### src/rtl/audio_pkg.sv
// Shared audio-path definitions for the PDM capture and transmit blocks.
//   WORD_LENGTH     : default PCM word width (also PDM bits per word)
//   pcm_word_t      : unsigned offset-binary PCM word
//   pdm_mod_state_t : PDM modulator FSM states
package audio_pkg;

  localparam int unsigned WORD_LENGTH = 16;

  typedef logic [WORD_LENGTH-1:0] pcm_word_t;

  typedef enum logic {
    StIdle,
    StRun
  } pdm_mod_state_t;

endpackage

### src/rtl/pdm_edge_detector.sv
// Two-flop synchroniser followed by a rising-edge detector.
// Produces a one-cycle pulse in the clock_i domain for every rising edge of an
// asynchronous input. Pulse appears 2-3 clock_i cycles after the input edge.
//   clock_i  : system clock
//   reset_i  : asynchronous active-low reset
//   signal_i : asynchronous input
//   rise_o   : one-cycle pulse on a synchronised rising edge
module pdm_edge_detector (
  input  logic clock_i,
  input  logic reset_i,
  input  logic signal_i,
  output logic rise_o
);

  logic sync1_q, sync2_q, prev_q;

  always_ff @(posedge clock_i or negedge reset_i) begin
    if (!reset_i) begin
      sync1_q <= 1'b0;
      sync2_q <= 1'b0;
      prev_q  <= 1'b0;
    end else begin
      sync1_q <= signal_i;
      sync2_q <= sync1_q;
      prev_q  <= sync2_q;
    end
  end

  assign rise_o = sync2_q & ~prev_q;

endmodule

### src/rtl/pdm_modulator.sv
// First-order sigma-delta PDM transmitter.
// Accepts unsigned PCM words over valid/ready into a one-word holding register
// and emits one PDM bit per rising edge of the external pdm_clk_i.
//   clock_i     : system clock
//   reset_i     : asynchronous active-low reset
//   enable_i    : run enable; dropping it aborts the current word immediately
//   pdm_clk_i   : PDM bit clock, asynchronous to clock_i
//   pdm_data_o  : PDM bitstream (registered)
//   data_i      : PCM word, loaded when valid_i && ready_o
//   valid_i     : data_i valid
//   ready_o     : holding register empty
//   done_o      : one-cycle pulse when the last bit of a word is emitted
//   underflow_o : one-cycle pulse at a word boundary with nothing held
//   active_o    : high while running
module pdm_modulator
  import audio_pkg::*;
#(
  parameter int unsigned WORD_LENGTH        = audio_pkg::WORD_LENGTH,
  parameter int unsigned SYSTEM_FREQUENCY   = 100,
  parameter int unsigned SAMPLING_FREQUENCY = 10
) (
  input  logic                   clock_i,
  input  logic                   reset_i,
  input  logic                   enable_i,
  input  logic                   pdm_clk_i,
  output logic                   pdm_data_o,
  input  logic [WORD_LENGTH-1:0] data_i,
  input  logic                   valid_i,
  output logic                   ready_o,
  output logic                   done_o,
  output logic                   underflow_o,
  output logic                   active_o
);

  localparam int unsigned CntW = (WORD_LENGTH > 1) ? $clog2(WORD_LENGTH) : 1;
  localparam logic [CntW-1:0] LastBit = CntW'(WORD_LENGTH - 1);

  // The synchroniser needs at least 4 system cycles per PDM bit.
  if (SYSTEM_FREQUENCY < 4 * SAMPLING_FREQUENCY) begin : g_freq_check
    $error("pdm_clk_i too fast for clock_i");
  end

  pdm_mod_state_t         state_q, state_d;
  logic [WORD_LENGTH-1:0] hold_q, hold_d;
  logic                   hold_full_q, hold_full_d;
  logic [WORD_LENGTH-1:0] active_q, active_d;
  logic [WORD_LENGTH-1:0] acc_q, acc_d;
  logic [CntW-1:0]        cnt_q, cnt_d;
  logic                   pdm_q, pdm_d;
  logic [WORD_LENGTH:0]   sum;
  logic                   bit_tick, move, accept, done, underflow;

  pdm_edge_detector u_edge (
    .clock_i  (clock_i),
    .reset_i  (reset_i),
    .signal_i (pdm_clk_i),
    .rise_o   (bit_tick)
  );

  always_comb begin
    state_d     = state_q;
    hold_d      = hold_q;
    hold_full_d = hold_full_q;
    active_d    = active_q;
    acc_d       = acc_q;
    cnt_d       = cnt_q;
    pdm_d       = pdm_q;
    done        = 1'b0;
    underflow   = 1'b0;
    move        = 1'b0;
    accept      = valid_i & ~hold_full_q;
    sum         = {1'b0, acc_q} + {1'b0, active_q};

    case (state_q)
      StIdle: begin
        pdm_d = 1'b0;
        if (enable_i && hold_full_q) begin
          move    = 1'b1;
          state_d = StRun;
          acc_d   = '0;
          cnt_d   = '0;
        end
      end
      StRun: begin
        if (!enable_i) begin
          // Disable wins over a coincident tick; active word is dropped.
          state_d  = StIdle;
          pdm_d    = 1'b0;
          acc_d    = '0;
          cnt_d    = '0;
          active_d = '0;
        end else if (bit_tick) begin
          acc_d = sum[WORD_LENGTH-1:0];
          pdm_d = sum[WORD_LENGTH];
          if (cnt_q == LastBit) begin
            cnt_d = '0;
            done  = 1'b1;
            // acc is deliberately kept so quantisation error carries over.
            if (hold_full_q) move = 1'b1;
            else             underflow = 1'b1;
          end else begin
            cnt_d = cnt_q + 1'b1;
          end
        end
      end
      default: state_d = StIdle;
    endcase

    if (move) begin
      active_d    = hold_q;
      hold_full_d = 1'b0;
    end
    // Accept only when empty, so it never collides with a move of a full register.
    if (accept) begin
      hold_d      = data_i;
      hold_full_d = 1'b1;
    end
  end

  always_ff @(posedge clock_i or negedge reset_i) begin
    if (!reset_i) begin
      state_q     <= StIdle;
      hold_q      <= '0;
      hold_full_q <= 1'b0;
      active_q    <= '0;
      acc_q       <= '0;
      cnt_q       <= '0;
      pdm_q       <= 1'b0;
    end else begin
      state_q     <= state_d;
      hold_q      <= hold_d;
      hold_full_q <= hold_full_d;
      active_q    <= active_d;
      acc_q       <= acc_d;
      cnt_q       <= cnt_d;
      pdm_q       <= pdm_d;
    end
  end

  assign pdm_data_o  = pdm_q;
  assign ready_o     = ~hold_full_q;
  assign done_o      = done;
  assign underflow_o = underflow;
  assign active_o    = (state_q == StRun);

  // Ticks closer than 4 cycles mean pdm_clk_i is too fast to synchronise.
  a_tick_spacing: assert property (@(posedge clock_i) disable iff (!reset_i)
    bit_tick |-> !$past(bit_tick, 1) && !$past(bit_tick, 2) && !$past(bit_tick, 3));

endmodule

### config.mk
export PLATFORM = sky130hd
export DESIGN_NAME = pdm_modulator
export DESIGN_NICKNAME = d
export VERILOG_FILES = /design/src/rtl/audio_pkg.sv /design/src/rtl/pdm_edge_detector.sv /design/src/rtl/pdm_modulator.sv
export SDC_FILE = /design/constraint.sdc
export NUM_CORES = 1
export LEC_CHECK = 0
export BUFFER_PORTS_ARGS = -buffer_cell sky130_fd_sc_hd__buf_2
export CAP_MARGIN = 20
export CORE_MARGIN = 2
export CORE_UTILIZATION = 64
export DETAILED_ROUTE_END_ITERATION = 12
export PLACE_DENSITY_LB_ADDON = 0.3
export SKIP_CTS_REPAIR_TIMING = 1
export SKIP_LAST_GASP = 1
export SYNTH_ARGS = -nofsm -noshare
export SYNTH_HDL_FRONTEND = slang
export SYNTH_SLANG_ARGS = --single-unit
### constraint.sdc
create_clock -name clock_i -period 5.8 [get_ports clock_i]
set_clock_uncertainty 0.15 [all_clocks]
set_input_delay 0.29 -clock clock_i [delete_from_list [all_inputs] [get_ports clock_i]]
set_output_delay 0.29 -clock clock_i [all_outputs]
set_load 0.02 [all_outputs]
---- After elaboration in Yosys (flattened, before gate mapping) ----
Cells that the tools add are included.
operators by class
  bitwise operators ....................... 5
  reductions and logical operators ........ 5
  mux-type cells .......................... 34
  eq/ne operators ......................... 4
  add/sub/neg operators ................... 2
operators with widths
  operator             count
  $mux 16              6
  $pmux 16 s2          1
  $mux 1               19
  $add 16x16->17       1
  $mux 4               4
  $pmux 4 s2           1
  $pmux 1 s2           3
  $add 4x1->4 const B  1
  $eq 4x4->1 const B   1
  $reduce_and 2->1     2
  $reduce_bool 2->1    2
  $ne 3x2->1 const B   1
  $not 1->1            3
  $and 1x1->1          2
  $ne 2x1->1 const B   1
  $ne 2x2->1 const B   1
  $logic_and 1x1->1    1
storage, ports and cells
  register bits after elaboration ......... 58
  bits of input ports ..................... 21
  word-level logic and storage cells ...... 60
  output and inout bits ................... 5

---- Logic depth before layout (Yosys ltp) ----
Gate-level depths: netlist of run 1.
  depth in word-level cells ............... 7
  mapped depth ............................ 8
  gate-level depth less buffers ........... 8

---- Hierarchy ----
From an unflattened synthesis of run 1, not the netlist that was laid out.
unflattened totals
  cells, all modules ...................... 317
  area, all modules ....................... 3075.4 um2
by module, submodules not included
  module             area each (um2)  cells each  times used  sequential area each (um2)
  pdm_modulator      2986.6           313         1           1376.3
  pdm_edge_detector  88.8             4           1           75.1

---- Worst setup path after synthesis of run 1 ----
OpenSTA, ideal clock, no wires.
  path type ............................... reg-to-reg
  start ................................... register active_q[7]
  end ..................................... register acc_q[12]
  library setup time ...................... 0.122 ns
  clock period less this slack ............ 2.184 ns
  slack ................................... 3.616 ns
  required time ........................... 5.528 ns
  arrival time ............................ 1.912 ns
  stages on the path, launching flop included .. 7
  buffers on the path ..................... 0
  cell sequence ........................... dfrtp_1 ha_1 a21oi_2 o21bai_1 a221o_1 or3_1 a32o_1
on the way
  word-level cells in the longest chain between the ends .. 4
RTL lines
  what                    line                  text
  from (decl)             pdm_modulator.sv:46   logic [WORD_LENGTH-1:0] active_q, active_d;
  from (signal assigned)  pdm_modulator.sv:133  active_q <= active_d;
  $add 16x16->17          pdm_modulator.sv:72   sum = {1'b0, acc_q} + {1'b0, active_q};
  $mux 16                 pdm_modulator.sv:92   end else if (bit_tick) begin
  $mux 16                 pdm_modulator.sv:85   if (!enable_i) begin
  $pmux 16 s2             pdm_modulator.sv:74   case (state_q)
  to (signal assigned)    pdm_modulator.sv:126  acc_q <= '0;
  to (signal assigned)    pdm_modulator.sv:134  acc_q <= acc_d;
  to (decl)               pdm_modulator.sv:47   logic [WORD_LENGTH-1:0] acc_q, acc_d;
Every way passes these cells. The select of a mux whose other input is x is not followed.
A chain may end at the register's enable or synchronous reset.

---- Final worst setup path of run 1 ----
  start ................................... register active_q[0]
  end ..................................... register acc_q[6]
The elaborated chain is that of the path after synthesis.

==> flow_metrics.py, run 1 <==
metrics = {
    "status": {
        "status": "finished, violations left",
        "violations": "hold timing",
    },
    "floorplan": {
        "die_w_um": 72.8,
        "core_um2": 4630,
        "initial_utilization_pct": 65.4,
        "die_h_um": 72.8,
        "rows": 25,
        "dieArea_um2": 5300,
        "io_pins": 26,
    },
    "pwr": {
        "leakage_nw": 1.66,
        "fin_total_pwr_mw": 1.14,
        "combPwrFrac_pct": 23.8,
        "power.net_switching_mw": 0.358,
        "clkPwrFrac_pct": 28.6,
        "p_int_mw": 0.783,
        "ir_worst_vdd_mv": 0.247,
        "switching_share_pct": 31.4,
        "power_density_nw_per_um2": 336,
        "seqPwrFrac_pct": 47.6,
    },
    "timing": {
        "finalCritPeriodShare_pct": 40.4,
        "timing.hold.ws_ps": -58.4,
        "slew_headroom_pct": 41.5,
        "setup_violations": 0,
        "rsz0062_at_grt": "false",
        "period_minus_slack_ps": 2340,
        "tightestPinTransition_ps": 878,
        "hold_violations": 58,
        "setup_tns_ps": 0,
        "fmax_mhz": 427,
        "worst_slack_ps": 3460,
        "drv_slew": 0,
    },
    "synthesis": {
        "synth_ff_type": "dfrtp_1",
        "ys_seq_area_share_pct": 48.0,
        "syn_inst": 302,
        "synth-edff-count": 0,
        "synth_nets": 341,
        "synthArstFlopShare_pct": 100,
        "synth.distinct_cells": 47,
        "netlist_area_um2": 3030,
        "avgSynthCellArea_um2": 10.0,
        "yosys_warnings": 0,
        "ys_ff_latch": 58,
    },
    "route": {
        "first_pass_iters": 5,
        "vias": 2376,
        "wl_per_cell_um": 15.9,
        "routed_wl_um": 6210,
        "drc_errors": 0,
        "drt_iter0_drc": 193,
        "vias_per_cell": 6.09,
        "antenna_left": 0,
    },
    "grt": {
        "grt_overflow": 0,
        "grt_max_degree": 59,
        "grt_pass1_wl_um": 10800,
        "antenna_found_initial": 0,
        "grt_pass1_vias": 2404,
        "grt_use_total_pct": 27.0,
    },
    "finish": {
        "syn2layout_area_growth_pct": 12.0,
        "final_util_pct": 73.2,
        "most-common-layout-cells": "58 x dfrtp_1, 52 x nand2_1, 25 x buf_2",
        "antenna_cells": 0,
        "layout-drive-gt1-share_pct": 18.8,
        "n_fill_cell": 360,
        "final_area_um2": 3390,
        "mostFrequentLayoutCell": "dfrtp_1",
        "final_cells": 390,
        "nets": 371,
    },
    "place": {
        "gp_congestion": 0.898,
        "place.port_buffers": 25,
        "hpwl_um": 4360,
        "placed_area_um2": 3200,
        "place_ws_ps": 3470,
        "dp_cells": 373,
    },
    "clock_tree": {
        "cts_buffer_depth": 2,
        "clk_pin_slew_ps": 70,
        "clock_latency_ps": 330,
        "htreeDepth": 3,
        "cts.sinks": 58,
        "cts_made_buffers": 9,
        "tritoncts": "yes",
        "cts_root_buffer": "clkbuf_8",
    },
    "worst_setup_path": {
        "criticalPathCategory": "flip-flop to flip-flop",
        "slowest_delay_ps": 380,
        "crit_arrival_ps": 2410,
        "start_kind": "flip-flop",
        "crit_path_max_fanout": 4,
        "slowest_stage": "dfrtp_1",
        "crit_chain": "ha_1, inv_1, fa_1, nor2b_1, o211ai_1, a21boi_0, or3_1, a32o_1",
        "crit_buf_inv": 1,
        "required_ps": 5870,
        "crit_family": "compound AO/OA/AOI/OAI gates",
        "worstSetupEndpointType": "flip-flop",
    },
    "hold_path": {
        "hp-class": "input port to asynchronous set/reset pin",
    },
    "flow_run": {
        "drv_cap": 0,
    },
}
cell type report:
class	count	area, um^2	share of cell area [%]
clock buffers	13	159	4.69
inverters	8	30.0	0.886
repair buffers	30	169	4.98
multi-input cells	225	1500	44.3
flip-flops and latches	58	1450	42.8
clock inverters	2	12.5	0.369
well taps	54	67.6	1.99
cell families after synthesis:
group / share of synthesized area, %
AO/OA/AOI/OAI: 16.5
AND/OR/NAND/NOR: 17.7
XOR/XNOR: 1.16
flip-flops: 48.0
adder cells (fa/ha/maj): 7.69
buffers and inverters: 2.44
multiplexers: 6.61
synth_stat cells (2+ instances only):
| master | number | area share [%] |
|---|---|---|
| and4_1 | 2 | 0.58 |
| a21oi_1 | 11 | 1.8 |
| o21bai_1 | 2 | 0.50 |
| xor2_1 | 2 | 0.58 |
| a21o_1 | 6 | 1.5 |
| nor2_1 | 9 | 1.1 |
| nand2b_1 | 3 | 0.62 |
| o21ai_0 | 15 | 2.5 |
| a32o_1 | 6 | 2.0 |
| nand2_1 | 52 | 6.4 |
| o211ai_1 | 8 | 2.0 |
| a22oi_1 | 2 | 0.50 |
| a22o_1 | 2 | 0.58 |
| nand4_1 | 2 | 0.41 |
| o21a_1 | 3 | 0.74 |
| nor3_1 | 2 | 0.33 |
| buf_2 | 2 | 0.33 |
| dfrtp_1 | 58 | 48 |
| nand3_1 | 22 | 3.6 |
| ha_1 | 17 | 7.0 |
| inv_1 | 8 | 0.99 |
| a211oi_1 | 2 | 0.50 |
| mux2_2 | 16 | 6.0 |
| and3_2 | 2 | 0.50 |
| o2111ai_1 | 2 | 0.58 |
| and2_1 | 2 | 0.41 |
| o22ai_1 | 2 | 0.41 |
| or3_1 | 8 | 1.7 |
| buf_1 | 2 | 0.25 |
| xnor2_1 | 2 | 0.58 |
| clkbuf_1 | 7 | 0.87 |
| o21ai_1 | 2 | 0.33 |
| nor2b_1 | 6 | 1.2 |
| mux2i_1 | 2 | 0.66 |
state kept, by name, summed over array words and instances (netlist names), 4 cells and up:
| register | cells |
|---|---|
| acc_q | 16 |
| hold_q | 16 |
| active_q | 16 |
| cnt_q | 4 |
power by group through the flow:
stage	registers [mW]	clock network (mW)	logic (mW)
floorplan	0.530	0	0.209
CTS	0.542	0.332	0.270
detailed placement	0.549	0	0.268
finish	0.543	0.326	0.272
global placement	0.545	0	0.258
global route	0.556	0.347	0.307
per-layer routing:
layer / vias up / GRT usage (%) / routed length, um
met1: 1143 / 35.7 / 2770
li1: 1169 / - / -
met2: 53 / 42.0 / 3030
met5: - / 0 / 0
met4: 0 / 12.8 / 97
met3: 11 / 6.91 / 309
final timing paths:
check | startpoint | endpoint | slack, ps | cells past startpoint
max reg2reg | active_q[0]$_DFFE_PN0P_ | acc_q[6]$_DFFE_PN0P_ | 3460 | 8
max in group asynchronous | reset_i | acc_q[10]$_DFFE_PN0P_ | 5080 | 2
min in group clock_i | data_i[5] | hold_q[5]$_DFFE_PN0P_ | 40 | 2
min | reset_i | acc_q[14]$_DFFE_PN0P_ | -60 | 2
max | active_q[0]$_DFFE_PN0P_ | acc_q[6]$_DFFE_PN0P_ | 3460 | 8
min reg2reg | u_edge.sync1_q$_DFF_PN0_ | u_edge.sync2_q$_DFF_PN0_ | 210 | 0
Note: power is estimated with default switching activity, not from simulation.
==> inputs of run 2 (changes only) <==
--- a/config.mk
+++ b/config.mk
@@ -5,10 +5,11 @@
 export SDC_FILE = /design/constraint.sdc
 export NUM_CORES = 1
 export LEC_CHECK = 0
+export ABC_AREA = 1
 export BUFFER_PORTS_ARGS = -buffer_cell sky130_fd_sc_hd__buf_2
 export CAP_MARGIN = 20
 export CORE_MARGIN = 2
-export CORE_UTILIZATION = 64
+export CORE_UTILIZATION = 54
 export DETAILED_ROUTE_END_ITERATION = 12
 export PLACE_DENSITY_LB_ADDON = 0.3
 export SKIP_CTS_REPAIR_TIMING = 1
==> constraint.sdc (replaced) <==
create_clock -name clock_i -period 2.05 [get_ports clock_i]
set_clock_uncertainty 0.15 [all_clocks]
set_input_delay 0.1025 -clock clock_i [delete_from_list [all_inputs] [get_ports clock_i]]
set_output_delay 0.1025 -clock clock_i [all_outputs]
set_load 0.02 [all_outputs]
==> run 2 against run 1 <==
The run still ends with hold timing left; clock power increased to 4.1 times the previous value; setup slack got worse by 3300 ps; critical path depth up 3; sequential cell count unchanged; non-clock buffer count increased by 15; via count rose by 15%; first-iteration DRC count is 5.7% lower; die area increased by 26%; area after synthesis up 7.8%; power grew to 4.0 times the previous value; largest power group unchanged.
==> flow_metrics.py, run 2 <==
metrics = {
    "status": {
        "status": "finished, violations left",
        "violations": "hold timing",
    },
    "route": {
        "antenna_left": 0,
        "drt_iter0_drc": 182,
        "wl_per_cell_um": 12.9,
        "drc_errors": 0,
        "routed_wl_um": 7020,
        "vias_per_cell": 5.05,
        "vias": 2744,
        "first_pass_iters": 4,
    },
    "pwr": {
        "power.net_switching_mw": 1.62,
        "ir_worst_vdd_mv": 0.941,
        "switching_share_pct": 35.9,
        "p_int_mw": 2.89,
        "combPwrFrac_pct": 31.7,
        "clkPwrFrac_pct": 29.4,
        "seqPwrFrac_pct": 38.8,
        "leakage_nw": 2.17,
        "power_density_nw_per_um2": 1150,
    },
    "clock_tree": {
        "tritoncts": "yes",
        "cts.sinks": 58,
        "cts_root_buffer": "clkbuf_8",
        "htreeDepth": 3,
        "cts_made_buffers": 9,
        "clock_latency_ps": 340,
        "cts_buffer_depth": 2,
        "clk_pin_slew_ps": 70,
    },
    "synthesis": {
        "synth-edff-count": 0,
        "synth_nets": 452,
        "netlist_area_um2": 3260,
        "ys_seq_area_share_pct": 44.5,
        "synth_common_cells": "131 x nand2_1, 61 x inv_1, 58 x dfrtp_1, 37 x nand3_1, 23 x nor2_1",
        "synth_ff_type": "dfrtp_1",
        "syn_inst": 413,
        "synthArstFlopShare_pct": 100,
        "yosys_warnings": 0,
        "ys_ff_latch": 58,
        "synth.distinct_cells": 33,
        "avgSynthCellArea_um2": 7.90,
        "synth_top_area_share_pct": 44.5,
        "yosysTopAreaCell": "dfrtp_1",
        "ys_top_cells_by_area": "dfrtp_1 44%, nand2_1 15%, inv_1 7.0%",
        "synth.most_common_cell": "nand2_1",
    },
    "timing": {
        "drv_slew": 0,
        "timing.hold.ws_ps": -20.0,
        "setup_violations": 0,
        "fmax_mhz": 521,
        "rsz0062_at_grt": "true",
        "period_minus_slack_ps": 1920,
        "tightestPinTransition_ps": 527,
        "slew_headroom_pct": 64.9,
        "hold_violations": 1,
        "finalCritPeriodShare_pct": 93.7,
    },
    "worst_setup_path": {
        "start_kind": "flip-flop",
        "crit_chain": "ha_1, inv_1, fa_1, inv_2, nand3_1, nand3_2, nand3_1, nand3_1, nand2_1, nand3_1, nand2_1",
        "crit_family": "simple AND/OR/NAND/NOR gates",
        "worstSetupEndpointType": "flip-flop",
        "crit_path_frequent_cell": "nand3_1",
        "crit_arrival_ps": 1990,
        "crit_buf_inv": 2,
        "criticalPathCategory": "flip-flop to flip-flop",
        "slowest_stage": "fa_1",
        "crit_path_max_fanout": 4,
        "slowest_delay_ps": 370,
        "required_ps": 2120,
    },
    "grt": {
        "antenna_found_initial": 0,
        "grtUsageMet3_pct": 4.29,
        "grt_overflow": 0,
        "grt_pass1_vias": 2555,
        "grt_use_met2_pct": 35.9,
        "grt_use_total_pct": 22.1,
        "grt-busiest-layer": "met2",
        "grt.met1_usage_pct": 29.4,
        "grt_max_degree": 59,
        "grt_pass1_wl_um": 11200,
    },
    "finish": {
        "most-common-layout-cells": "130 x nand2_1, 60 x inv_1, 58 x dfrtp_1",
        "final_util_pct": 66.6,
        "n_fill_cell": 491,
        "mostFrequentLayoutCell": "nand2_1",
        "final_area_um2": 3920,
        "nets": 502,
        "largestRegisters": "acc_q (16), active_q (16), hold_q (16)",
        "layout-drive-gt1-share_pct": 16.9,
        "antenna_cells": 0,
        "syn2layout_area_growth_pct": 20.1,
    },
    "place": {
        "gp_congestion": 0.894,
        "hpwl_um": 4700,
        "place.port_buffers": 25,
        "placed_area_um2": 3450,
    },
    "floorplan": {
        "core_um2": 5890,
        "die_w_um": 81.7,
        "die_h_um": 81.7,
        "rows": 28,
        "io_pins": 26,
        "initial_utilization_pct": 55.4,
        "dieArea_um2": 6680,
    },
    "flow_run": {
        "drv_cap": 0,
    },
    "hold_path": {
        "hp-class": "input port to flip-flop",
    },
}
run 2: cell types whose count changed in the layout (fill, tap and decap cells not counted), moves of 9 or more:
cell,previous run,this run
inv_1,8,60
nor2_1,9,23
dlygate4sd3_1,1,18
nand2_1,52,130
nand3_1,22,36
a21oi_1,11,20
run 2: path summary, 6_finish.rpt:
path	startpoint	endpoint	slack (ps)	depth (start not counted)
worst max-delay path	active_q[0]$_DFFE_PN0P_	acc_q[12]$_DFFE_PN0P_	130	11
worst max register to register	active_q[0]$_DFFE_PN0P_	acc_q[12]$_DFFE_PN0P_	130	11
worst min-delay path	enable_i	active_o$_DFF_PN0_	-20	3
min in group asynchronous	reset_i	cnt_q[3]$_DFFE_PN0P_	120	3
max in group asynchronous	reset_i	hold_q[4]$_DFFE_PN0P_	1340	3
worst min register to register	u_edge.sync1_q$_DFF_PN0_	u_edge.sync2_q$_DFF_PN0_	200	0
run 2: power by group through the flow:
stage               combinational (mW)  sequential [mW]  clock, mW
finish                            1.43             1.76       1.33
global route                      1.64             1.79       1.39
CTS                               1.38             1.74       1.34
detailed placement                1.36             1.76          0
global placement                  1.32             1.74          0
floorplan                         1.12             1.68          0
run 2: cell type report:
cell class	count	area, um^2	share of cell area, %
sequential	58	1450	37.0
clock buffer	10	138	3.51
timing repair inverter	1	7.51	0.192
multi-input combinational	285	1540	39.3
timing repair buffer	45	333	8.49
inverter	63	243	6.19
clock inverter	6	113	2.87
tap	75	93.8	2.39
run 2: stage by stage:
step / hold slack, ps / TNS (ps) / instances / setup slack, ps / power, mW
floorplan: -343 / 0 / 413 / 326 / 2.80
global route: 7.37 / -25.3 / 543 / -25.3 / 4.82
CTS: -384 / 0 / 523 / 62.8 / 4.47
finish: -20.0 / 0 / 543 / 130 / 4.52
detailed placement: -21.7 / 0 / 507 / 94.7 / 3.12
global placement: -18.0 / 0 / 507 / 132 / 3.07
run 2: kinds of logic (layout without fill, tap and decap cells):
logic type / count (synthesis) / after routing / synth area share (%)
buffers and inverters: 71 / 125 / 9.09
AO/OA/AOI/OAI: 42 / 42 / 7.59
flip-flops: 58 / 58 / 44.5
multiplexers: 8 / 8 / 2.76
AND/OR/NAND/NOR: 214 / 215 / 28.4
XOR/XNOR: 2 / 2 / 0.537
adder cells (fa/ha/maj): 18 / 18 / 7.13
run 2: layer usage:
metal | up-vias | part of all wire, %
met5 | - | 0
met4 | 0 | 1.1
met3 | 7 | 4.6
met2 | 54 | 49
met1 | 1277 | 46
li1 | 1406 | -
run 2: worst reg2reg max path: stages, from the launching register on:
cell	delay (ps)
dfrtp_1	360
ha_1	190
inv_1	60
fa_1	370
inv_2	90
nand3_1	90
nand3_2	110
nand3_1	90
nand3_1	100
nand2_1	60
nand3_1	70
nand2_1	60
==> inputs of run 3 (changes only) <==
--- a/config.mk
+++ b/config.mk
@@ -5,13 +5,12 @@
 export SDC_FILE = /design/constraint.sdc
 export NUM_CORES = 1
 export LEC_CHECK = 0
-export ABC_AREA = 1
 export BUFFER_PORTS_ARGS = -buffer_cell sky130_fd_sc_hd__buf_2
 export CAP_MARGIN = 20
 export CORE_MARGIN = 2
-export CORE_UTILIZATION = 54
+export CORE_UTILIZATION = 53
 export DETAILED_ROUTE_END_ITERATION = 12
-export PLACE_DENSITY_LB_ADDON = 0.3
+export PLACE_DENSITY_LB_ADDON = 0.15
 export SKIP_CTS_REPAIR_TIMING = 1
 export SKIP_LAST_GASP = 1
 export SYNTH_ARGS = -nofsm -noshare
==> run 3 against run 2 <==
The flow finishes with violations (setup timing); core utilization grew 6.8 points; fmax decreased by 14%; cell count decreased by 15%; wire length grew 4.2%; non-clock buffer count up 36.
==> flow_metrics.py, run 3 (synthesized netlist as in run 1, its figures left out) <==
metrics = {
    "worst_setup_path": {
        "r2r_cells": 8,
        "worstReg2RegEnd": "acc_q[12]$_DFFE_PN0P_",
        "crit_arrival_ps": 2300,
        "required_ps": 2130,
        "rr_startpoint": "acc_q[0]$_DFFE_PN0P_",
        "r2r_setup_slack_ps": -170,
        "start_kind": "flip-flop",
        "criticalPathCategory": "flip-flop to flip-flop",
        "crit_path_max_fanout": 4,
        "worstSetupEndpointType": "flip-flop",
    },
    "timing": {
        "period_minus_slack_ps": 2220,
        "setup_tns_ps": -951,
        "drv_slew": 0,
        "hold_violations": 0,
        "setup_violations": 8,
        "fmax_mhz": 450,
        "worst_slack_ps": -174,
        "finalCritPeriodShare_pct": 108,
        "slew_headroom_pct": 55.8,
        "tightestPinTransition_ps": 664,
        "rsz0062_at_grt": "true",
    },
    "floorplan": {
        "io_pins": 26,
        "initial_utilization_pct": 55.0,
        "rows": 27,
        "dieArea_um2": 6330,
        "die_h_um": 79.6,
        "core_um2": 5510,
        "die_w_um": 79.6,
    },
    "pwr": {
        "leakage_nw": 1.91,
        "power_density_nw_per_um2": 904,
        "ir_worst_vdd_mv": 0.661,
        "fin_total_pwr_mw": 3.65,
    },
    "route": {
        "vias_per_cell": 5.53,
        "antenna_left": 0,
        "vias": 2545,
        "routed_wl_um": 7310,
        "drc_errors": 0,
        "drt_iter0_drc": 137,
        "first_pass_iters": 4,
        "wl_per_cell_um": 15.9,
    },
    "status": {
        "status": "finished, violations left",
        "violations": "setup timing",
    },
    "clock_tree": {
        "cts_made_buffers": 9,
        "tritoncts": "yes",
        "clk_pin_slew_ps": 70,
        "cts.sinks": 58,
        "clock_latency_ps": 340,
        "htreeDepth": 3,
        "cts_buffer_depth": 2,
        "cts_root_buffer": "clkbuf_8",
    },
    "grt": {
        "antenna_found_initial": 0,
        "grt_pass1_vias": 2400,
        "grt_use_total_pct": 23.8,
        "grt_max_degree": 38,
        "grt_pass1_wl_um": 11500,
        "grt_overflow": 0,
    },
    "flow_run": {
        "drv_cap": 0,
    },
    "finish": {
        "most-common-layout-cells": "58 x dfrtp_1, 52 x nand2_1, 33 x buf_4",
        "antenna_cells": 0,
        "syn2layout_area_growth_pct": 33.5,
        "layout-drive-gt1-share_pct": 29.9,
        "mostFrequentLayoutCell": "dfrtp_1",
        "largestRegisters": "acc_q (16), active_q (16), hold_q (16)",
        "nets": 422,
    },
    "place": {
        "hpwl_um": 4790,
        "place_ws_ps": -215,
        "place.port_buffers": 25,
        "gp_congestion": 0.891,
    },
    "hold_path": {
        "hp-class": "input port to asynchronous set/reset pin",
    },
}
-- run 3: cell count changes in the layout (fill, tap and decap cells not counted), sizes merged, moves of 15 or more --
cell	previous run	this run
buf	27	61
inv	63	8
nand2	139	52
nand3	39	22
nor2	24	9
-- run 3: how the worst max path moves through the flow --
stage | slack [ps] | from | end
finish | -170 | acc_q[0]$_DFFE_PN0P_ | acc_q[12]$_DFFE_PN0P_
global placement | -150 | active_q[10]$_DFFE_PN0P_ | acc_q[13]$_DFFE_PN0P_
detailed placement | -220 | active_q[0]$_DFFE_PN0P_ | acc_q[8]$_DFFE_PN0P_
floorplan | -20 | active_q[10]$_DFFE_PN0P_ | acc_q[12]$_DFFE_PN0P_
CTS | -220 | active_q[0]$_DFFE_PN0P_ | acc_q[12]$_DFFE_PN0P_
global route | -340 | acc_q[0]$_DFFE_PN0P_ | acc_q[10]$_DFFE_PN0P_
-- run 3: metal layers --
metal	track usage, %	share of wire, %	vias to the layer above
met3	4.30	4.5	14
met5	0	0	-
li1	-	-	1258
met2	34.2	47	59
met4	11.4	1.8	0
met1	34.8	47	1214
-- run 3: critical path, stage by stage, from the launching register on --
cell      delay, ps
dfrtp_1         390
ha_2            200
inv_2            60
fa_2            200
nor2b_2          50
o211ai_1        370
a21oi_2         120
or3_1           330
a32o_1          250
-- run 3: layout make-up --
cell class | instances | area (um^2)
Tap cell | 72 | 90.1
Timing Repair Buffer | 81 | 616
Multi-Input combinational cell | 225 | 1660
Sequential cell | 58 | 1450
Clock buffer | 12 | 145
Inverter | 8 | 30.0
Fill cell | 383 | 1470
Clock inverter | 4 | 51.3
-- run 3: power breakdown --
| group | total, mW | internal (mW) | switching [mW] |
|---|---|---|---|
| logic | 1.03 | 0.538 | 0.493 |
| registers | 1.57 | 1.38 | 0.191 |
| clock network | 1.05 | 0.595 | 0.459 |
| total | 3.65 | 2.51 | 1.14 |
-- run 3: through the flow --
step           util [%]  area [um^2]  cells  hold slack, ps
2_1_floorplan         -         3090    302            -343
3_3_place_gp       63.7         3510    419           -22.3
3_5_place_dp       63.7         3510    419           -25.0
4_1_cts            67.3         3710    435            -384
5_1_grt            73.4         4040    460             190
6_report           73.4         4040    460             127
